===== src/rtl/axi_lite_reg_bank.sv =====
// AXI4-Lite register bank: NUM_RW byte-writable registers with per-register write pulses,
// followed by NUM_RO read-only inputs; RO writes and unmapped accesses answer SLVERR.
module axi_lite_reg_bank #(
   parameter int                   NUM_RW   = 3,
   parameter int                   NUM_RO   = 1,
   parameter int                   DEC_W    = 8,
   parameter logic [NUM_RW*32-1:0] RW_RESET = '0
) (
   input  logic                    aclk,
   input  logic                    areset,
   input  logic [31:0]             s_axi_awaddr,
   input  logic                    s_axi_awvalid,
   output logic                    s_axi_awready,
   input  logic [31:0]             s_axi_wdata,
   input  logic [3:0]              s_axi_wstrb,
   input  logic                    s_axi_wvalid,
   output logic                    s_axi_wready,
   output logic [1:0]              s_axi_bresp,
   output logic                    s_axi_bvalid,
   input  logic                    s_axi_bready,
   input  logic [31:0]             s_axi_araddr,
   input  logic                    s_axi_arvalid,
   output logic                    s_axi_arready,
   output logic [31:0]             s_axi_rdata,
   output logic [1:0]              s_axi_rresp,
   output logic                    s_axi_rvalid,
   input  logic                    s_axi_rready,
   output logic [NUM_RW*32-1:0]    rw_out,
   input  logic [((NUM_RO > 0) ? NUM_RO : 1)*32-1:0] ro_in,
   output logic [NUM_RW-1:0]       wr_pulse
);

   localparam logic [1:0] RESP_OKAY   = 2'b00;
   localparam logic [1:0] RESP_SLVERR = 2'b10;

   logic                 r_aw_held;
   logic [DEC_W-1:0]     r_aw_idx;
   logic                 r_w_held;
   logic [31:0]          r_wdata;
   logic [3:0]           r_wstrb;
   logic                 r_bvalid;
   logic [1:0]           r_bresp;
   logic                 r_rvalid;
   logic [31:0]          r_rdata;
   logic [1:0]           r_rresp;
   logic [NUM_RW*32-1:0] r_rw_out;
   logic [NUM_RW-1:0]    r_wr_pulse;

   logic                 w_aw_hs;
   logic                 w_w_hs;
   logic                 w_ar_hs;
   logic                 w_commit;
   logic [31:0]          w_aw_idx;
   logic [31:0]          w_ar_idx;
   logic [31:0]          w_rd_data;
   logic                 w_rd_err;
   logic                 w_unused_addr;

   assign s_axi_awready = !r_aw_held && !r_bvalid;
   assign s_axi_wready  = !r_w_held && !r_bvalid;
   assign s_axi_arready = !r_rvalid;
   assign s_axi_bvalid  = r_bvalid;
   assign s_axi_bresp   = r_bresp;
   assign s_axi_rvalid  = r_rvalid;
   assign s_axi_rdata   = r_rdata;
   assign s_axi_rresp   = r_rresp;
   assign rw_out        = r_rw_out;
   assign wr_pulse      = r_wr_pulse;

   assign w_aw_hs  = s_axi_awvalid && s_axi_awready;
   assign w_w_hs   = s_axi_wvalid && s_axi_wready;
   assign w_ar_hs  = s_axi_arvalid && s_axi_arready;
   // Commit only once both halves were captured on earlier edges.
   assign w_commit = r_aw_held && r_w_held;
   assign w_aw_idx = 32'(r_aw_idx);
   assign w_ar_idx = 32'(s_axi_araddr[DEC_W+1:2]);
   assign w_rd_err = (w_ar_idx >= 32'(NUM_RW + NUM_RO));

   // Address bits outside the decoded word index alias by design.
   assign w_unused_addr = ^{s_axi_awaddr[31:DEC_W+2], s_axi_awaddr[1:0],
                            s_axi_araddr[31:DEC_W+2], s_axi_araddr[1:0]};

   // Read data selection across RW registers and RO inputs.
   always_comb begin
      w_rd_data = 32'h0000_0000;
      for (int i = 0; i < NUM_RW; i++) begin
         w_rd_data = w_rd_data | ((w_ar_idx == 32'(i)) ? r_rw_out[32*i +: 32] : 32'h0000_0000);
      end
      for (int j = 0; j < NUM_RO; j++) begin
         w_rd_data = w_rd_data | ((w_ar_idx == 32'(NUM_RW + j)) ? ro_in[32*j +: 32] : 32'h0000_0000);
      end
   end

   // Write path: independent AW/W capture, commit, and B response.
   always_ff @(posedge aclk) begin
      if (areset) begin
         r_aw_held  <= 1'b0;
         r_aw_idx   <= '0;
         r_w_held   <= 1'b0;
         r_wdata    <= 32'h0000_0000;
         r_wstrb    <= 4'b0000;
         r_bvalid   <= 1'b0;
         r_bresp    <= RESP_OKAY;
         r_rw_out   <= RW_RESET;
         r_wr_pulse <= '0;
      end else begin
         r_wr_pulse <= '0;
         if (w_aw_hs) begin
            r_aw_held <= 1'b1;
            r_aw_idx  <= s_axi_awaddr[DEC_W+1:2];
         end
         if (w_w_hs) begin
            r_w_held <= 1'b1;
            r_wdata  <= s_axi_wdata;
            r_wstrb  <= s_axi_wstrb;
         end
         if (w_commit) begin
            r_aw_held <= 1'b0;
            r_w_held  <= 1'b0;
            r_bvalid  <= 1'b1;
            if (w_aw_idx < 32'(NUM_RW)) begin
               r_bresp <= RESP_OKAY;
               for (int i = 0; i < NUM_RW; i++) begin
                  r_wr_pulse[i] <= (w_aw_idx == 32'(i));
                  for (int b = 0; b < 4; b++) begin
                     if ((w_aw_idx == 32'(i)) && r_wstrb[b]) begin
                        r_rw_out[32*i+8*b +: 8] <= r_wdata[8*b +: 8];
                     end
                  end
               end
            end else begin
               r_bresp <= RESP_SLVERR;
            end
         end else if (r_bvalid && s_axi_bready) begin
            r_bvalid <= 1'b0;
         end
      end
   end

   // Read path: one-cycle latency, response held until rready.
   always_ff @(posedge aclk) begin
      if (areset) begin
         r_rvalid <= 1'b0;
         r_rdata  <= 32'h0000_0000;
         r_rresp  <= RESP_OKAY;
      end else if (w_ar_hs) begin
         r_rvalid <= 1'b1;
         r_rdata  <= w_rd_err ? 32'h0000_0000 : w_rd_data;
         r_rresp  <= w_rd_err ? RESP_SLVERR : RESP_OKAY;
      end else if (r_rvalid && s_axi_rready) begin
         r_rvalid <= 1'b0;
      end
   end

endmodule


===== config.mk =====
export PLATFORM = sky130hd
export DESIGN_NAME = axi_lite_reg_bank
export DESIGN_NICKNAME = d
export VERILOG_FILES = /design/src/rtl/axi_lite_reg_bank.sv
export SDC_FILE = /design/constraint.sdc
export NUM_CORES = 1
export LEC_CHECK = 0
export CORE_MARGIN = 3
export CORE_UTILIZATION = 42
export CTS_BUF_LIST = sky130_fd_sc_hd__clkbuf_8
export DETAILED_ROUTE_END_ITERATION = 7
export MAX_ROUTING_LAYER = met4
export PLACE_DENSITY = 0.79
export SETUP_SLACK_MARGIN = 0.05
export SYNTH_ARGS = -nofsm -noshare
export SYNTH_HDL_FRONTEND = slang
export SYNTH_SLANG_ARGS = --single-unit

===== constraint.sdc =====
create_clock -name aclk -period 1.4 [get_ports aclk]
set_input_delay 0.14 -clock aclk [delete_from_list [all_inputs] [get_ports aclk]]
set_output_delay 0.14 -clock aclk [all_outputs]
set_load 0.02 [all_outputs]

# ---- Word level (Yosys, flattened, before mapping)
# Cells that the tools add are included.
dict set report word_totals {
  output_inout_bits 140
  regBits 183
}
dict set report classes {
  bitwise_logic 5
  magnitude_cmp 2
  reduce_logical 42
  n_eq_ne 5
  mux 11
}
# operator count
set ops {}
lappend ops {{$mux W32} 5}
lappend ops {{$or A32 B32 Y32} 3}
lappend ops {{$logic_not A32 Y1} 2}
lappend ops {{$reduce_and A3 Y1} 12}
lappend ops {{$eq A8 B2 Y1 const B} 3}
lappend ops {{$logic_and A1 B1 Y1} 20}
lappend ops {{$eq A8 B1 Y1 const B} 2}
lappend ops {{$ge A8 B3 Y1 const B} 1}
lappend ops {{$lt A8 B2 Y1 const B} 1}
lappend ops {{$logic_not A1 Y1} 4}
lappend ops {{$mux W1} 4}
lappend ops {{$mux W2} 2}
lappend ops {{$reduce_bool A2 Y1} 2}
lappend ops {{$reduce_or A3 Y1} 1}
lappend ops {{$not A1 Y1} 2}
lappend ops {{$reduce_or A2 Y1} 1}

# ---- Depth between registers and ports, before layout
# Gate-level depths: netlist of the first run.
dict set report depth {
  ltp_word 6
  mapped_depth 5
  ltp_nobuf 3
}

# ---- Worst setup path after synthesis of the first run
# No wires, ideal clock.
dict set report synth_timing {
  path_type {register -> register}
  from {register r_bvalid (netlist: s_axi_bvalid)}
  to {register r_wdata[10]}
  n_path_buf 2
  arrival_ns 1.367
  period_less_slack_ns 1.495
  t_required_ns 1.272
  path_slack_ns -0.095
  stages_incl_launch_ff 6
  setup_time_ns 0.128
  path_cell_list {dfxtp_1 -> nor3b_1 -> buf_2 -> buf_2 -> mux2i_1 -> nor2_1}
}
dict set report synth_between {
  elab_chain_cells 3
}
# element line
set synth_rtl {}
lappend synth_rtl {{from (decl)} 41} ;# logic r_bvalid;
lappend synth_rtl {{from (signal assigned)} 102} ;# r_bvalid <= 1'b0;
lappend synth_rtl {{from (signal assigned)} 120} ;# r_bvalid <= 1'b1;
lappend synth_rtl {{from (signal assigned)} 135} ;# r_bvalid <= 1'b0;
lappend synth_rtl {{$logic_not A1 Y1} 60} ;# assign s_axi_wready = !r_w_held && !r_bvalid;
lappend synth_rtl {{$logic_and A1 B1 Y1} 60}
lappend synth_rtl {{$logic_and A1 B1 Y1} 71} ;# assign w_w_hs = s_axi_wvalid && s_axi_wready;
lappend synth_rtl {{to (signal assigned)} 114} ;# r_wdata <= s_axi_wdata;
lappend synth_rtl {{to (decl)} 39} ;# logic [31:0] r_wdata;
# No other way between the ends.
# A chain may end at the register's enable or synchronous reset.

# ---- Worst setup path after layout of the first run
dict set report layout_timing {
  from {register r_aw_idx[5]}
  to {register r_rw_out[48] (netlist: rw_out[48])}
}
dict set report layout_between {
  elab_chain_cells 3
  word_cells_on_any_way 4
}
# element line
set layout_rtl {}
lappend layout_rtl {{from (decl)} 37} ;# logic [DEC_W-1:0] r_aw_idx;
lappend layout_rtl {{from (signal assigned)} 110} ;# r_aw_idx <= s_axi_awaddr[DEC_W+1:2];
lappend layout_rtl {{parallel branches: the longest is 2 deep, another holds $lt A8 B2 Y1} -}
lappend layout_rtl {{$reduce_and A3 Y1 (no line) (*)} -}
lappend layout_rtl {{to (signal, indexed assignment)} 127} ;# r_rw_out[32*i+8*b +: 8] <= r_wdata[8*b +: 8];
lappend layout_rtl {{to (decl)} 46} ;# logic [NUM_RW*32-1:0] r_rw_out;
# Mark *: on every way between the ends.

==> results of run 1 <==
-- path summary, 6_finish.rpt --
path | to | depth (start not counted)
worst max-delay path | rw_out[48] | 6
worst min-delay path | r_wdata[24] | 3
worst max register to register | rw_out[48] | 6
worst min register to register | s_axi_rdata[26] | 1
-- flip-flops by register name (all words and copies together), names as in the netlist --
signal / count
r_aw_held: 1
r_aw_idx: 8
r_w_held: 1
r_wdata: 32
r_wstrb: 4
rw_out: 96
s_axi_bresp: 1
s_axi_bvalid: 1
s_axi_rdata: 32
s_axi_rresp: 1
s_axi_rvalid: 1
wr_pulse: 3
-- logic make-up (layout without fill, tap and decap cells) --
family / after synthesis / after routing
AND/OR/NAND/NOR: 209 / 210
flip-flops: 181 / 181
multiplexers: 172 / 172
buffers and inverters: 50 / 308
AO/OA/AOI/OAI: 39 / 39
other: 1 / 2
-- area by class of cell --
type                    count  share of cell area
clock inverters            13              0.0113
clock buffers              19              0.0239
flip-flops and latches    181               0.332
repair buffers            273               0.245
multi-input cells         423               0.362
well taps                 225              0.0257
inverters                   3             0.00103
-- through the flow --
step           power (W)  instance area (um^2)  hold WS [ns]  utilization  std cells
2_1_floorplan    0.00610                  7760         0.232            -        653
3_3_place_gp     0.00659                 10500         0.463        0.597       1094
3_5_place_dp     0.00661                 10500         0.463        0.597       1094
4_1_cts           0.0102                 11000        0.0857        0.624       1133
5_1_grt           0.0105                 11000         0.119        0.621       1137
6_report          0.0102                 11000         0.132        0.621       1137
-- metal layers --
metal,wire (um),track usage,vias up
li1,-,-,2797
met1,9150,0.269,2835
met2,10200,0.345,196
met3,1600,0.0637,26
met4,312,0.0581,0
met5,0,-,-
-- power by group through the flow --
stage | Combinational [W] | Clock, W | Sequential, W
detailed placement | 0.00117 | 0 | 0.00544
finish | 0.00132 | 0.00351 | 0.00533
CTS | 0.00127 | 0.00359 | 0.00533
floorplan | 0.000656 | 0 | 0.00544
global route | 0.00141 | 0.00379 | 0.00535
global placement | 0.00115 | 0 | 0.00544
-- critical path: cells and delay by family, from the launching register on --
kind,cells,cell delay [ns]
buf+inv,3,0.51
flops,1,0.35
mux,1,0.14
simple gates,2,0.39
-- Yosys cell counts --
cell	count	share of area
dfxtp_1	181	0.47
and4b_1	1	0.0013
nor2_1	53	0.026
inv_1	3	0.0015
nor2b_1	3	0.0024
mux4_2	32	0.093
nor3b_1	4	0.0039
nor4_4	1	0.0028
or2b_1	46	0.045
a22o_1	32	0.036
a21oi_1	4	0.0026
mux2i_1	140	0.18
a311oi_1	2	0.0023
nor4_1	2	0.0016
nand4_2	4	0.0065
conb_1	1	0.00049
buf_6	3	0.0044
buf_12	1	0.0026
buf_2	16	0.010
nand4_4	8	0.022
nand2b_1	83	0.067
buf_4	2	0.0019
clkbuf_1	22	0.011
buf_1	3	0.0015
and4bb_2	1	0.0016
nand2_1	3	0.0015
a211oi_1	1	0.00097
-- what timing repair did --
action                                  in CTS  in global routing
pin swaps                                    1                  8
resized for setup                          260                108
buffers inserted                             4                  5
hold buffers                                 0                  0
gates cloned                                 3                  1
endpoints found under the hold margin        0                  0
endpoints found under the setup margin     295                233
==> metrics, run 1 <==
internal power component=0.00753 W; FF-to-FF Start=r_aw_idx[5]; Die Span X=142 um; drc violations=0; root buffer cell=clkbuf_8; filler cell count=1436; slowest stage cell, crit path=dfxtp_2; post-synthesis mux area share=0.275; critical path class=flip-flop to flip-flop; Max stage delay on crit path=0.35 ns; IO Port Bufs=228; reg-to-reg slack, setup=-0.10 ns; max_slew headroom=0.636; synth warn=0; Synth Instances=652; Clock transition at path regs=0.10 ns; Setup crit end kind=flip-flop; io pins=279; status=finished, violations left; post-synthesis compound-gate area fraction=0.0421; Core Box Area=17700 um^2; setup violators final=107; crit path DAT=1.85 ns; Starting Density=0.438; Synth Area in XOR/XNOR=0; Yosys cell types=27; Seq pwr share=0.524; detailed-route via count=5854; failing checks=setup timing; crit path from=r_aw_idx[5]; RSZ-0062 raised after global routing=yes; maximum VDD drop=632 uV; Slew @ Worst Pin=0.545 ns; Setup TNS Final=-6.47 ns; DIE HEIGHT=142 um; Post-Synth Simple-Gate Area=0.181; CTS H-Tree Depth=4; PwrDens=927 nW/um^2; DRT iter0 DRCs=202; adder-cell share of the synthesized area=0; vias in the first global route=5950; mean post-synth cell area=11.9 um^2; first-pass GRT wire length=32.9 mm; CTS tree=done; crit-path cells=nor4_4 -> buf_4 -> buf_12 -> nand4_2 -> buf_12 -> mux2i_2; crit path max fanout=8; worst skew pair latency=0.46 ns; ant diodes=0; Core Rows=48; setup slack after layout=-0.103 ns; RePlAce Congestion=0.795; Hold Violations, Final=0; Seq cells post-synth=181; clock share of power=0.346; most used cell along the critical path=buf_12; max-cap violations=0; combinational power share=0.130; main combinational cell family by area after synthesis=multiplexers; Worst Min Path Start=areset; pre-CTS setup slack=-0.451 ns; synthesized cell area=7730 um^2; clk sinks=181; initial antenna violation count=0; Tot GR Track Use=0.216; Wirelength per Cell=18.7 um; Lkg Pwr=4.90 nW; die area=20100 um^2; clk_skew=0.0129 ns; register area=3630 um^2; period utilization=1.07; most common cell after layout, fill and taps aside=dfxtp_1; Seq/Total Area, Yosys=0.469; Multi-input gate area=3970 um^2; routed vias/inst=5.15; max-slew violations=0; crit start category=flip-flop; Post-DRT Antenna Nets=0; largest net degree at the start of global routing=91; fin crit period=1.50 ns; Switching Fraction=0.259; synth-to-layout area growth=41.8%; worst min path class=input port to flip-flop; Clock Path Buffers=2; grt total ovfl=0; most frequent cells in the layout=dfxtp_1 (176), mux2i_1 (135), clkdlybuf4s50_1 (87), nand2b_1 (83), clkdlybuf4s15_1 (50); dpl hpwl=14.6 mm; Sw Pwr=0.00264 W; final WL=21.3 mm; 1st-pass router iterations=4; cts bufs inserted=17; share of cells above drive strength 1=0.238; Data required, critical path=1.75 ns; fin nets=1038; f_max=665 MHz
(Power assumes the default switching activity.)
==> inputs of run 2 (changes only) <==
CORE_UTILIZATION = 45   (was 42)
PLACE_DENSITY = 0.81   (was 0.79)
clock period = 1.8 ns   (was 1.4 ns; I/O delays follow)
==> metrics, run 2 (synthesis gave the netlist of run 1 again) <==
crit path max fanout=5; setup slack after layout=0.139 ns; Tot GR Track Use=0.216; Clock Path Buffers=2; f_max=602 MHz; PwrDens=748 nW/um^2; WP depth=1; Post-DRT Antenna Nets=0; Hold Path Depth=3; CTS H-Tree Depth=4; crit-path cells=clkdlybuf4s50_1; maximum VDD drop=430 uV; Max stage delay on crit path=0.63 ns; pre-CTS setup slack=-0.137 ns; max_slew headroom=0.356; routed vias/inst=5.13; Hold Violations, Final=0; io pins=279; reg2reg path depth=3; DRT iter0 DRCs=247; crit path DAT=1.48 ns; max reg flops=96; slowest stage cell, crit path=clkdlybuf4s50_1; Core Box Area=16700 um^2; die area=18800 um^2; fin nets=1015; worst min path class=input port to flip-flop; clk sinks=181; Setup crit end kind=output pin; first-pass GRT wire length=30.6 mm; worst skew pair latency=0.45 ns; Clock transition at path regs=0.09 ns; IO Port Bufs=228; status=complete, no violations; max-slew violations=0; Die Span X=137 um; initial antenna violation count=0; grt total ovfl=0; 1st-pass router iterations=4; largest net degree at the start of global routing=83; final WL=19.7 mm; max-cap violations=0; filler cell count=1329; Data required, critical path=1.62 ns; kind of cell adding the most delay to the critical path=buffers and inverters; CTS tree=done; setup violators final=0; clk_skew=0.0134 ns; Core Util, Final=0.646; cts bufs inserted=17; most frequent cells in the layout=clkdlybuf4s50_1 (221), dfxtp_1 (181), mux2i_1 (140), nand2b_1 (83), nor2_1 (52); crit start category=flip-flop; RePlAce Congestion=0.745; ant diodes=0; Slew @ Worst Pin=0.964 ns; dpl hpwl=13.5 mm; Core Rows=47; DIE HEIGHT=137 um; detailed-route via count=5684; Wirelength per Cell=17.8 um; fin crit period=1.66 ns; share of cells above drive strength 1=0.120; period utilization=0.923; hold buffers post-CTS=0; Starting Density=0.463; CP bufs+invs=1; root buffer cell=clkbuf_8; Lkg Pwr=4.57 nW; drc violations=0; vias in the first global route=5621; critical path class=flip-flop to output pin; synth-to-layout area growth=39.5%; Setup TNS Final=0 ns; most common cell after layout, fill and taps aside=clkdlybuf4s50_1; RSZ-0062 raised after global routing=no
run 2: power by group:
group          leakage, nW  switching, W  total [W]  internal (W)
sequential            1.47     0.0000608    0.00414       0.00408
combinational         2.88      0.000379   0.000842      0.000464
clock                0.225       0.00146    0.00308       0.00162
total                 4.57       0.00190    0.00807       0.00617
run 2: layout make-up:
cell class	count	area (um^2)	share of cell area
timing repair buffer	251	2560	0.237
clock buffer	20	275	0.0255
clock inverter	12	173	0.0160
tap	220	275	0.0255
multi-input combinational	422	3870	0.359
sequential	181	3620	0.336
inverter	3	11.3	0.00104
run 2: final timing paths:
check	from	end	slack (ns)
setup reg to reg	s_axi_rvalid	s_axi_rdata[15]	0.17
setup / recovery	s_axi_rvalid	s_axi_rvalid	0.14
hold / removal	areset	r_wdata[27]	0.17
hold reg to reg	s_axi_rdata[31]	s_axi_rdata[31]	0.48
run 2: per-stage QoR:
step / instances / power, W / area (um^2) / hold WS, ns
after global placement: 1077 / 0.00508 / 10300 / 0.461
final: 1109 / 0.00807 / 10800 / 0.172
after detailed placement: 1077 / 0.00509 / 10300 / 0.464
after CTS: 1109 / 0.00814 / 10800 / 0.140
after floorplan: 653 / 0.00473 / 7730 / 0.279
after global routing: 1109 / 0.00837 / 10800 / 0.169
run 2: tightest hold or removal path, cell delays in order:
cell,delay (ns)
buf_4,0.10
buf_4,0.23
nor2_1,0.07
run 2: routing by layer:
layer	up-vias	track usage	part of all wire	wire length, um
met4	0	0.0682	0.013	251
met2	188	0.343	0.48	9530
met1	2740	0.267	0.43	8400
li1	2740	-	-	-
met5	-	-	0	0
met3	16	0.0621	0.077	1510
run 2: what timing repair did:
action                                  CTS  global route
endpoints found under the setup margin    2             2
resized for setup                         2             2
pin swaps                                 0             0
setup buffers                             0             0
==> inputs of run 3 (changes only) <==
ABC_AREA = 1   (was unset)
DONT_BUFFER_PORTS = 1   (was unset)
PLACE_DENSITY = 0.6   (was 0.81)
==> metrics, run 3 <==
routed vias/inst=5.24; r2r endpoint=rw_out[1]; reg2reg path depth=9; main combinational cell family by area after synthesis=simple AND/OR/NAND/NOR gates; worst min path class=input port to flip-flop; Setup TNS Final=0 ns; 1st-pass router iterations=5; fin nets=1297; Hold EP=s_axi_rdata[20]; critical path class=flip-flop to flip-flop; fin crit period=1.60 ns; post-synthesis mux area share=0; Synth Instances=1107; final instance area=9220 um^2; dpl hpwl=15.3 mm; most frequent cells in the layout=nand2_1 (221), nor2_1 (191), dfxtp_1 (179), inv_1 (103), nand3_1 (96); grt total ovfl=0; crit start category=flip-flop; PwrDens=841 nW/um^2; EDFF count, synth=0; top cells by count, synth=nand2_1 (222), nor2_1 (195), dfxtp_1 (181); Post-Synth Simple-Gate Area=0.331; status=complete, no violations; dpl cell area=8070 um^2; Setup crit end kind=flip-flop; synth warn=0; Seq cells post-synth=181; crit path max fanout=16; worst skew pair latency=0.45 ns; FF-to-FF Start=r_aw_idx[7]; Core Box Area=16800 um^2; Async S/R FF share, synth=0; max-cap violations=0; Hold Path Depth=4; crit path DAT=2.00 ns; adder-cell share of the synthesized area=0; maximum VDD drop=416 uV; ant diodes=0; CP bufs+invs=2; reg-to-reg slack, setup=0.20 ns; most common cell after layout, fill and taps aside=nand2_1; Wirelength per Cell=16.7 um; Clock Path Buffers=2; synth-to-layout area growth=17.4%; post-synth top area cell=dfxtp_1; Hold Violations, Final=0; setup violators final=0; Post-DRT Antenna Nets=0; largest net degree at the start of global routing=63; io pins=279; Lkg Pwr=4.01 nW; Data required, critical path=2.20 ns; max reg flops=96; RSZ-0062 raised after global routing=no; RePlAce Congestion=0.798; Total Power=0.00775 W; die area=19100 um^2; period utilization=0.890; max-slew violations=0; detailed-route via count=7287; Seq/Total Area, Yosys=0.461; Synth Area in XOR/XNOR=0; pre-CTS setup slack=0.140 ns; Clock transition at path regs=0.10 ns; post-synthesis compound-gate area fraction=0.107; crit-path cells=nor2_1 -> nand2_2 -> buf_12 -> nor3_4 -> buf_12 -> nand3_4 -> nand2_1 -> nand2_1 -> nor2_1; Core Rows=47; Max stage delay on crit path=0.32 ns; CTS tree=done; initial antenna violation count=0; drc violations=0; Tot GR Track Use=0.242; DRT iter0 DRCs=370; top-count cell post-synth=nand2_1; clk_skew=0.0120 ns; first-pass GRT wire length=36.5 mm; Yosys cell types=29; cts bufs inserted=17; Top FF cell, synth=dfxtp_1; DIE HEIGHT=138 um; WP depth=9; slowest stage cell, crit path=dfxtp_1; mean post-synth cell area=7.09 um^2; Die Span X=138 um; CTS H-Tree Depth=4; f_max=624 MHz; setup slack after layout=0.198 ns; vias in the first global route=6623; top-area cell type share of the netlist area=0.461; root buffer cell=clkbuf_8; kind of cell adding the most delay to the critical path=simple AND/OR/NAND/NOR gates; final WL=23.3 mm; top cells by area in the synthesized netlist=dfxtp_1 (46%), nand2_1 (11%), nor2_1 (9.3%), nand3_1 (6.1%), a21oi_1 (5.5%); filler cell count=1666; clk sinks=181; IO Port Bufs=0; share of cells above drive strength 1=0.0931; synthesized cell area=7850 um^2; Starting Density=0.467; Worst Min Path Start=ro_in[20]
[run 3: cell families after synthesis]
group	Yosys count
buffers and inverters	176
other	1
AND/OR/NAND/NOR	583
AO/OA/AOI/OAI	166
flip-flops	181
[run 3: worst max-delay path by stage]
stage | startpoint | to | slack, ns
global route | r_aw_idx[5] | rw_out[35] | 0.06
finish | r_aw_idx[7] | rw_out[1] | 0.20
floorplan | s_axi_bvalid | r_wstrb[1] | 0.25
detailed placement | r_aw_idx[2] | rw_out[1] | 0.14
CTS | r_aw_idx[2] | rw_out[1] | 0.12
global placement | r_aw_idx[2] | rw_out[6] | 0.17
[run 3: cell type report]
class                           count  area, um^2  share of cell area
Clock buffer                       19         262              0.0284
Timing Repair Buffer               98        1030               0.111
Multi-Input combinational cell    753        3500               0.379
Clock inverter                     13         131              0.0142
Inverter                          107         404              0.0438
Sequential cell                   181        3630               0.393
Tap cell                          220         275              0.0299
[run 3: where the power goes]
part / internal (W) / leakage, nW / switching, W / total (W)
sequential: 0.00411 / 1.47 / 0.000110 / 0.00422
combinational: 0.000293 / 2.33 / 0.000437 / 0.000730
clock: 0.00130 / 0.207 / 0.00149 / 0.00280
total: 0.00571 / 4.01 / 0.00204 / 0.00775
[run 3: repair_timing]
| item | CTS | global route |
|---|---|---|
| setup buffers | 0 | 3 |
| gates resized for setup | 0 | 3 |
| endpoints found under the setup margin | 0 | 60 |
| endpoints found under the hold margin | 96 | 0 |
| hold buffers | 66 | 0 |
[run 3: tightest hold or removal path, stage by stage]
cell     delay [ns]
nand3_1        0.06
nand4_1        0.09
nand2_1        0.07
a21oi_1        0.05
[run 3: per-layer routing]
metal,track usage,vias to the layer above,part of all wire
met5,-,-,0
met4,0.0816,0,0.020
met3,0.0590,31,0.077
met2,0.372,259,0.46
met1,0.314,3352,0.44
li1,-,3645,-
[run 3: through the flow]
stage	instances	util	hold WS [ns]
after floorplan	1108	-	0.339
after global placement	1288	0.480	0.253
after detailed placement	1288	0.480	0.255
after CTS	1386	0.543	0.00328
after global routing	1391	0.548	0.0278
final	1391	0.548	0.0336
